<file path="config.mk">
export PLATFORM = sky130hd
export DESIGN_NAME = nibble_packer
export DESIGN_NICKNAME = d
export VERILOG_FILES = /design/src/rtl/nibble_pkg.sv /design/src/rtl/nibble_fifo2.sv /design/src/rtl/nibble_packer.sv
export SDC_FILE = /design/constraint.sdc
export NUM_CORES = 1
export LEC_CHECK = 0
export ABC_AREA = 1
export BUFFER_PORTS_ARGS = -buffer_cell sky130_fd_sc_hd__clkbuf_2
export CAP_MARGIN = 20
export CELL_PAD_IN_SITES_DETAIL_PLACEMENT = 0
export CELL_PAD_IN_SITES_GLOBAL_PLACEMENT = 2
export CORE_MARGIN = 8
export CORE_UTILIZATION = 30
export CTS_BUF_LIST = sky130_fd_sc_hd__clkbuf_4 sky130_fd_sc_hd__clkbuf_8
export CTS_CLUSTER_SIZE = 30
export DETAILED_ROUTE_END_ITERATION = 8
export PLACE_DENSITY_LB_ADDON = 0.1
export SYNTH_ARGS = -nofsm -noshare
export SYNTH_HDL_FRONTEND = slang
export SYNTH_SLANG_ARGS = --single-unit
</file>
<file path="constraint.sdc">
create_clock -name clk -period 1.9 [get_ports clk]
set_input_delay 0.19 -clock clk [delete_from_list [all_inputs] [get_ports clk]]
set_output_delay 0.19 -clock clk [all_outputs]
set_load 0.1 [all_outputs]
</file>
<file path="src/rtl/nibble_pkg.sv">
// nibble_pkg: shared nibble width, 2-entry FIFO state encoding and word-width helper.
`default_nettype none

package nibble_pkg;

  localparam int NIB_W = 4;

  typedef enum logic [1:0] {
    FIFO_EMPTY = 2'd0,
    FIFO_ONE   = 2'd1,
    FIFO_FULL  = 2'd2
  } fifo_state_e;

  function automatic int word_w(input int nib_w, input int nibs);
    return nib_w * nibs;
  endfunction

endpackage

`default_nettype wire

</file>
<file path="src/rtl/nibble_fifo2.sv">
// nibble_fifo2: 2-entry valid/ready FIFO; reports occupancy and flags pushes that arrive while full.
`default_nettype none

module nibble_fifo2 #(
  parameter int W = 16
) (
  input  logic         clk,
  input  logic         rst_n,
  input  logic         push_i,
  input  logic [W-1:0] data_i,
  input  logic         ready_i,
  output logic [W-1:0] data_o,
  output logic         valid_o,
  output logic [1:0]   fill_o,
  output logic         drop_o
);
  import nibble_pkg::*;

  fifo_state_e  state_q, state_d;
  logic [W-1:0] head_q, head_d;
  logic [W-1:0] tail_q, tail_d;
  logic         pop;

  assign valid_o = (state_q != FIFO_EMPTY);
  assign fill_o  = state_q;
  assign data_o  = head_q;
  assign pop     = valid_o & ready_i;

  always_comb begin
    state_d = state_q;
    head_d  = head_q;
    tail_d  = tail_q;
    drop_o  = 1'b0;
    unique case (state_q)
      FIFO_EMPTY: begin
        if (push_i) begin
          head_d  = data_i;
          state_d = FIFO_ONE;
        end
      end
      FIFO_ONE: begin
        if (push_i && !pop) begin
          tail_d  = data_i;
          state_d = FIFO_FULL;
        end else if (!push_i && pop) begin
          state_d = FIFO_EMPTY;
        end else if (push_i && pop) begin
          head_d = data_i;
        end
      end
      FIFO_FULL: begin
        if (pop) begin
          head_d = tail_q;
          if (push_i) tail_d = data_i;
          else        state_d = FIFO_ONE;
        end else if (push_i) begin
          drop_o = 1'b1;
        end
      end
      default: state_d = FIFO_EMPTY;
    endcase
  end

  always_ff @(posedge clk or negedge rst_n) begin
    if (!rst_n) begin
      state_q <= FIFO_EMPTY;
      head_q  <= '0;
      tail_q  <= '0;
    end else begin
      state_q <= state_d;
      head_q  <= head_d;
      tail_q  <= tail_d;
    end
  end

endmodule

`default_nettype wire

</file>
<file path="src/rtl/nibble_packer.sv">
// nibble_packer: aligns sin_valid to the shift-register output and packs NIBS nibbles per word.
// Define NIBBLE_PACKER_PARITY_EN to add out_par, the XOR reduction of each word carried through the FIFO.
`default_nettype none

module nibble_packer #(
  parameter int NIB_W = nibble_pkg::NIB_W,
  parameter int NIBS  = 4,
  parameter int LAT   = 4
) (
  input  logic                                      clk,
  input  logic                                      reset,
  input  logic                                      sin_valid,
  input  logic [NIB_W-1:0]                          nib_in,
  input  logic                                      flush,
  input  logic                                      clr_ovf,
  output logic [nibble_pkg::word_w(NIB_W,NIBS)-1:0] out_data,
  output logic                                      out_valid,
  input  logic                                      out_ready,
  output logic                                      ovf,
  output logic [1:0]                                fill
`ifdef NIBBLE_PACKER_PARITY_EN
  ,
  output logic                                      out_par
`endif
);
  import nibble_pkg::*;

  localparam int WORD_W = word_w(NIB_W, NIBS);
  localparam int CNT_W  = $clog2(NIBS);
  localparam logic [CNT_W-1:0] LAST_CNT = CNT_W'(NIBS - 1);
`ifdef NIBBLE_PACKER_PARITY_EN
  localparam int PAR_W = 1;
`else
  localparam int PAR_W = 0;
`endif
  localparam int FIFO_W = WORD_W + PAR_W;

  logic [LAT-1:0]    vpipe_q;
  logic [CNT_W-1:0]  cnt_q, cnt_d;
  logic [WORD_W-1:0] acc_q, acc_d;
  logic [WORD_W-1:0] word;
  logic              ovf_q, ovf_d;
  logic              nib_ok;
  logic              push;
  logic              drop;
  logic [FIFO_W-1:0] fifo_din;
  logic [FIFO_W-1:0] fifo_dout;

  assign nib_ok = vpipe_q[LAT-1];

  // word is the accumulator with the current nibble merged in, so a completing
  // nibble is pushed in the same cycle it arrives.
  always_comb begin
    cnt_d = cnt_q;
    acc_d = acc_q;
    push  = 1'b0;
    word  = acc_q;
    word[cnt_q*NIB_W +: NIB_W] = nib_in;
    if (flush) begin
      cnt_d = '0;
      acc_d = '0;
    end else if (nib_ok) begin
      acc_d = word;
      if (cnt_q == LAST_CNT) begin
        cnt_d = '0;
        push  = 1'b1;
      end else begin
        cnt_d = cnt_q + 1'b1;
      end
    end
  end

  always_comb begin
    ovf_d = ovf_q;
    if (drop)         ovf_d = 1'b1;
    else if (clr_ovf) ovf_d = 1'b0;
  end

  always_ff @(posedge clk or negedge reset) begin
    if (!reset) begin
      vpipe_q <= '0;
      cnt_q   <= '0;
      acc_q   <= '0;
      ovf_q   <= 1'b0;
    end else begin
      vpipe_q[0] <= sin_valid;
      for (int i = 1; i < LAT; i++) vpipe_q[i] <= vpipe_q[i-1];
      cnt_q <= cnt_d;
      acc_q <= acc_d;
      ovf_q <= ovf_d;
    end
  end

`ifdef NIBBLE_PACKER_PARITY_EN
  assign fifo_din = {^word, word};
  assign out_par  = fifo_dout[WORD_W];
`else
  assign fifo_din = word;
`endif

  nibble_fifo2 #(
    .W(FIFO_W)
  ) u_fifo (
    .clk    (clk),
    .rst_n  (reset),
    .push_i (push),
    .data_i (fifo_din),
    .ready_i(out_ready),
    .data_o (fifo_dout),
    .valid_o(out_valid),
    .fill_o (fill),
    .drop_o (drop)
  );

  assign out_data = fifo_dout[WORD_W-1:0];
  assign ovf      = ovf_q;

endmodule

`default_nettype wire

</file>
==> run summary, run 1 <==
Status = finished clean
Syn Area/Cell = 7.94 sq um
CTS tree = done
Least-Margin Pin Slew = 0.611 ns
RePlAce Congestion = 0.756
Worst slew margin = 0.592
Max Cap Viol = 0
Final worst-path cycle share = 0.910
Ant. Diodes = 0
Slowest cell on crit path = dfrtp_1
Initial cell density of the core = 0.310
CP cell instances = inv_1 -> ha_2 -> inv_1 -> nand2_1 -> nor2_2 -> nand2_1 -> nand3_1 -> nand3_1 -> nand2_1
CTS HTree Levels = 3
Rows = 35
FILL cells = 1006
Critical path required time = 2.18 ns
Pin count of the biggest net entering global routing = 31
Core Util, Final = 0.366
Max IR drop VDD = 0.343 mV
Most frequent cells in the layout = nand2_1 (159), dfrtp_1 (56), nand3_1 (53), clkbuf_2 (29), inv_1 (24)
PnR worst setup slack = 0.172 ns
First-pass GRT wire length = 13000 um
Critical Path Source Type = register
Final antenna-violating net count = 0
Clk buf depth = 2
Clk Tree Root Cell = clkbuf_8
Synth Register Bits = 57
Std-Cell Core Area = 0.00924 sq mm
Via count of the first global-routing pass = 2401
Hold slack final = 0.0440 ns
Sw power = 879 uW
Pwr Density = 824 mW/mm^2
Metal2 WL = 3390 um
Leakage = 0.00194 uW
Die Wd = 114 um
Worst skew pair latency = 0.34 ns
Worst min path class = input port to register
# nets final = 417
Setup Slack @ Placement = 0.170 ns
Fin crit period = 1.73 ns
Synth cell types = 23
Top routing layer in use = met4
Routed WL per cell = 14.1 um
Final Hold Fails = 0
Clock-pin slew on the worst setup and hold paths = 0.06 ns
Critical Path End Type = register
Worst path max stage delay = 0.42 ns
Cell mode on critical path = nand2_1
Drt via density = 4.39
Comb pwr share = 0.161
Most common cell after layout, fill and taps aside = nand2_1
Final setup vio count = 0
Crit path kind = register to register
Via count = 2346
Hold Path Stages = 2
Syn nets = 377
Die area = 0.0129 sq mm
DR DRC count = 0
WL final = 7540 um
Final Slew Violations = 0
Max Clk Rate = 579 MHz
Met3 wire len = 333 um
Initial antenna violation count = 0
GR Util All Layers = 0.132
Post-Synthesis Cell Area = 0.00287 sq mm
# port buffers = 29
Initial DRC count = 72
Pwr Total = 2790 uW
Sequential element share of the synthesized area = 0.498
DRT met1 WL = 3710 um
Layout cells sized above 1 = 0.207
Synth warn = 0
Worst Path Arrival = 2.01 ns
Synthesis-to-finish area growth = 17.9%
Setup Fix Bufs, Post-CTS = 0
DP Wirelength = 5220 um
Seq pwr share = 0.459
Num CTS Buffers = 9
First-pass detailed-route iteration total = 4
Crit-path max FO = 6
Global route overflow = 0
Setup Skew = 0.00877 ns
Sw frac = 0.316
Cells after synthesis = 361
Pint = 1910 uW
CTS Sinks = 57
R2r worst-path depth = 9
Clock network power share = 0.380
IO Count = 30
Die height = 114 um
## Yosys cell counts
cell      number  share of area
inv_1         24          0.031
buf_2          6          0.010
nand3_1       53          0.093
ha_1           6          0.026
or2_0          2         0.0044
nand3_4        1         0.0061
inv_2          2         0.0026
or2_2          9          0.020
nor2_4         2         0.0079
nand2_2        1         0.0022
o21ai_2        4          0.012
clkinv_4       1         0.0031
buf_6          2         0.0079
dfrtp_1       57           0.50
nand2_4        4          0.016
buf_1          1         0.0013
nor2_2         1         0.0022
nor2_1        13          0.017
o21ai_1        2         0.0035
nand2_1      159           0.21
buf_8          2          0.010
o21ai_0        5         0.0087
nand4_1        4         0.0087
## per-stage QoR
stage | instances | setup TNS, ns | cell area [sq um]
floorplan | 361 | 0 | 2870
global placement | 517 | 0 | 3170
detailed placement | 517 | 0 | 3170
CTS | 535 | 0 | 3370
global route | 535 | -0.00573 | 3380
finish | 535 | 0 | 3380
## cells by family after synthesis
logic type,share of synthesized area
simple gates,0.385
flops,0.498
buf+inv,0.0672
compound gates,0.0244
fa+ha+maj,0.0262
## timing repair
item / CTS / global route
hold buffers: 2 / 0
gates resized for setup: 0 / 4
setup endpoints to repair: 0 / 18
hold endpoints to repair: 35 / 0
## area by class of cell
cell class / instances / area, sq um / area share
Multi-Input combinational cell: 266 / 1260 / 0.372
Inverter: 27 / 106 / 0.0315
Sequential cell: 57 / 1430 / 0.422
Timing Repair Buffer: 40 / 245 / 0.0726
Tap cell: 129 / 161 / 0.0478
Clock inverter: 3 / 15.0 / 0.00444
Clock buffer: 13 / 166 / 0.0492
## metal layers
metal / GRT usage / vias to the layer above
li1: - / 1216
met1: 0.170 / 1080
met2: 0.202 / 41
met3: 0.0412 / 9
met4: 0.0453 / 0
met5: 0 / -
## registers in the layout, indices dropped and copies added (netlist names)
name and count:
acc_q 16, cnt_q 2, ovf 1, u_fifo.data_o 16
u_fifo.fill_o 2, u_fifo.tail_q 16, vpipe_q 4
## power by group through the flow
stage / Sequential (uW) / Clock (uW) / Combinational [uW]
global route: 1280 / 1170 / 488
finish: 1280 / 1060 / 448
CTS: 1280 / 1110 / 452
floorplan: 1510 / 0 / 117
global placement: 1300 / 0 / 449
detailed placement: 1300 / 0 / 447
## path summary, 6_finish.rpt
kind	from	endpoint	slack (ns)
max in group asynchronous	reset	acc_q[4]	1.11
setup / recovery	cnt_q[0]	u_fifo.data_o[15]	0.17
min in group asynchronous	reset	u_fifo.fill_o[1]	0.23
setup reg to reg	cnt_q[0]	u_fifo.data_o[15]	0.17
hold reg to reg	vpipe_q[2]	vpipe_q[3]	0.35
hold / removal	clr_ovf	ovf	0.04
## critical path, delay by kind of cell (launching register included)
family        cells  cell delay [ns]
flops             1             0.42
buf+inv           2             0.30
fa+ha+maj         1             0.32
simple gates      6             0.63
(Power assumes the default switching activity.)
==> inputs of run 2 (changes only) <==
SETUP_SLACK_MARGIN = 0.4   (was unset)
==> run 2 against run 1 <==
Largest cell class unchanged. Non-clock buffer count increased by 7. Largest power group unchanged. Maximum frequency increased by 13%. Die area unchanged. Sequential share of layout area decreased by 3.3 points. Global-route usage increased by 0.26 points. Critical path type unchanged.
==> run summary, run 2 (synthesis results as in run 1) <==
Pwr Density = 825 mW/mm^2 (about the same)
Final Hold Fails = 0 (unchanged)
Max IR drop VDD = 0.311 mV (-9.3%)
CP cell instances = clkinv_4 -> ha_4 -> inv_4 -> nor2_4 -> nand3_2 -> nand3_1 -> nand3_1 -> nand2_1
Max Clk Rate = 655 MHz (+13%)
GR Util All Layers = 0.134 (+0.00257)
DR DRC count = 0 (unchanged)
Max Cap Viol = 0 (unchanged)
Leakage = 0.00201 uW (+3.5%)
Crit path kind = register to register
Via count = 2426 (+3.4%)
Drt via density = 4.48 (+2.3%)
Worst skew pair latency = 0.33 ns (about the same)
Routed WL per cell = 15.1 um (+7.2%)
Setup Slack @ Placement = 0.109 ns (-0.0608 ns)
Initial cell density of the core = 0.310 (unchanged)
Clk buf depth = 2 (unchanged)
Comb pwr share = 0.172 (+0.011)
GR peak layer = met2
Worst path max stage delay = 0.43 ns (about the same)
Status = finished clean
# port buffers = 29 (unchanged)
PnR worst setup slack = 0.372 ns (+0.201 ns)
CTS Sinks = 57 (unchanged)
Num CTS Buffers = 9 (unchanged)
Die Wd = 114 um (unchanged)
RePlAce Congestion = 0.743 (-1.7%)
Worst Path Arrival = 1.79 ns (-0.22 ns)
Critical Path Source Type = register
Worst min path class = input port to register
DP Wirelength = 5630 um (+7.9%)
WL final = 8170 um (+8.4%)
Critical Path End Type = register
Clk Tree Root Cell = clkbuf_8
Sw power = 916 uW (+4.2%)
Ant. Diodes = 0 (unchanged)
Global route overflow = 0 (unchanged)
Pwr Total = 3030 uW (+8.9%)
Critical path required time = 2.16 ns (-0.02 ns)
Sw frac = 0.302 (-0.0135)
Pin count of the biggest net entering global routing = 29 (-6.5%)
Most common cell after layout, fill and taps aside = nand2_1
Least-Margin Pin Slew = 0.654 ns (+0.0428 ns)
# nets final = 424 (+1.7%)
Layout cells sized above 1 = 0.311 (+0.104)
Std-Cell Core Area = 0.00924 sq mm (unchanged)
FILL cells = 996 (-0.99%)
Final Slew Violations = 0 (unchanged)
Final antenna-violating net count = 0 (unchanged)
Most frequent cells in the layout = nand2_1 (140), dfrtp_1 (54), nand3_1 (48), clkbuf_2 (28), nand2_2 (19)
R2r setup slk = 0.37 ns (+0.20 ns)
GRT met3 Usage = 0.0370 (-0.00423)
Fin Setup TNS = 0 ns (unchanged)
Final worst-path cycle share = 0.804 (-0.106)
Initial antenna violation count = 0 (unchanged)
Rows = 35 (unchanged)
Synthesis-to-finish area growth = 28.2%
Worst slew margin = 0.564 (-0.0286)
Die area = 0.0129 sq mm (unchanged)
Die height = 114 um (unchanged)
First-pass GRT wire length = 13400 um (+2.9%)
Seq pwr share = 0.423 (-0.036)
Clock network power share = 0.405 (+0.025)
First-pass detailed-route iteration total = 4 (unchanged)
Crit-path max FO = 6 (unchanged)
Initial DRC count = 112 (+56%)
Hold slack final = 0.0429 ns (-0.00112 ns)
Fin crit period = 1.53 ns (-0.201 ns)
Final setup vio count = 0 (unchanged)
Core Util, Final = 0.398 (+0.0321)
RSZ-0062 raised after global routing = yes
Met1 Use GR = 0.188 (+0.0173)
Setup Skew = 0.0125 ns (+0.00372 ns)
IO Count = 30 (unchanged)
Slowest cell on crit path = dfrtp_2
Cell mode on critical path = nand3_1
CTS tree = done
Met2 Resource Use GR = 0.194 (-0.00789)
CTS HTree Levels = 3 (unchanged)
Pint = 2120 uW (+11%)
Via count of the first global-routing pass = 2478 (+3.2%)
Clock-pin slew on the worst setup and hold paths = 0.07 ns (about the same)
## run 2: cell types whose count changed in the layout (fill, tap and decap cells not counted), sizes merged
cell	delta
inv	-1
buf	+7
bufinv	+1
clkinv	-1
## run 2: worst paths after layout
path,from,to,cells after the start
min in group asynchronous,reset,acc_q[8],2
min,clr_ovf,ovf,2
max in group asynchronous,reset,u_fifo.tail_q[8],4
max reg2reg,cnt_q[0],u_fifo.data_o[8],8
min reg2reg,vpipe_q[1],vpipe_q[2],0
max,cnt_q[0],u_fifo.data_o[8],8
## run 2: cell type report
| class | instances | area, sq um | share of cell area |
|---|---|---|---|
| Timing Repair Buffer | 47 | 322 | 0.0875 |
| Multi-Input combinational cell | 266 | 1420 | 0.386 |
| Clock buffer | 13 | 179 | 0.0487 |
| Clock inverter | 2 | 35.0 | 0.00953 |
| Tap cell | 129 | 161 | 0.0439 |
| Inverter | 27 | 126 | 0.0344 |
| Sequential cell | 57 | 1430 | 0.390 |
## run 2: through the flow
| stage | instances | cell area [sq um] |
|---|---|---|
| floorplan | 361 | 2890 |
| global placement | 516 | 3180 |
| detailed placement | 516 | 3180 |
| CTS | 536 | 3510 |
| global route | 541 | 3680 |
| finish | 541 | 3680 |
## run 2: power groups by stage
| stage | clock network [uW] | logic [uW] | registers (uW) |
|---|---|---|---|
| global placement | 0 | 445 | 1300 |
| floorplan | 0 | 117 | 1510 |
| finish | 1230 | 522 | 1280 |
| detailed placement | 0 | 444 | 1310 |
| CTS | 1280 | 478 | 1280 |
| global route | 1320 | 558 | 1290 |
## run 2: metal layers
| layer | wire length, um | share of wire |
|---|---|---|
| met2 | 3430 | 0.42 |
| met5 | 0 | 0 |
| met1 | 4290 | 0.52 |
| met3 | 368 | 0.045 |
| met4 | 80 | 0.0098 |
## run 2: worst max-delay path: cells and delay by family (launching register included)
kind / cells / cell delay (ns)
buf+inv: 2 / 0.16
fa+ha+maj: 1 / 0.31
simple gates: 5 / 0.55
flops: 1 / 0.43
## run 2: repair_timing
| action | 4_1_cts | 5_1_grt |
|---|---|---|
| resized for setup | 22 | 35 |
| gates cloned | 0 | 0 |
| endpoints found under the setup margin | 49 | 39 |
| pin swaps | 1 | 13 |
| hold buffers | 2 | 0 |
| endpoints found under the hold margin | 14 | 0 |
| setup buffers | 3 | 5 |
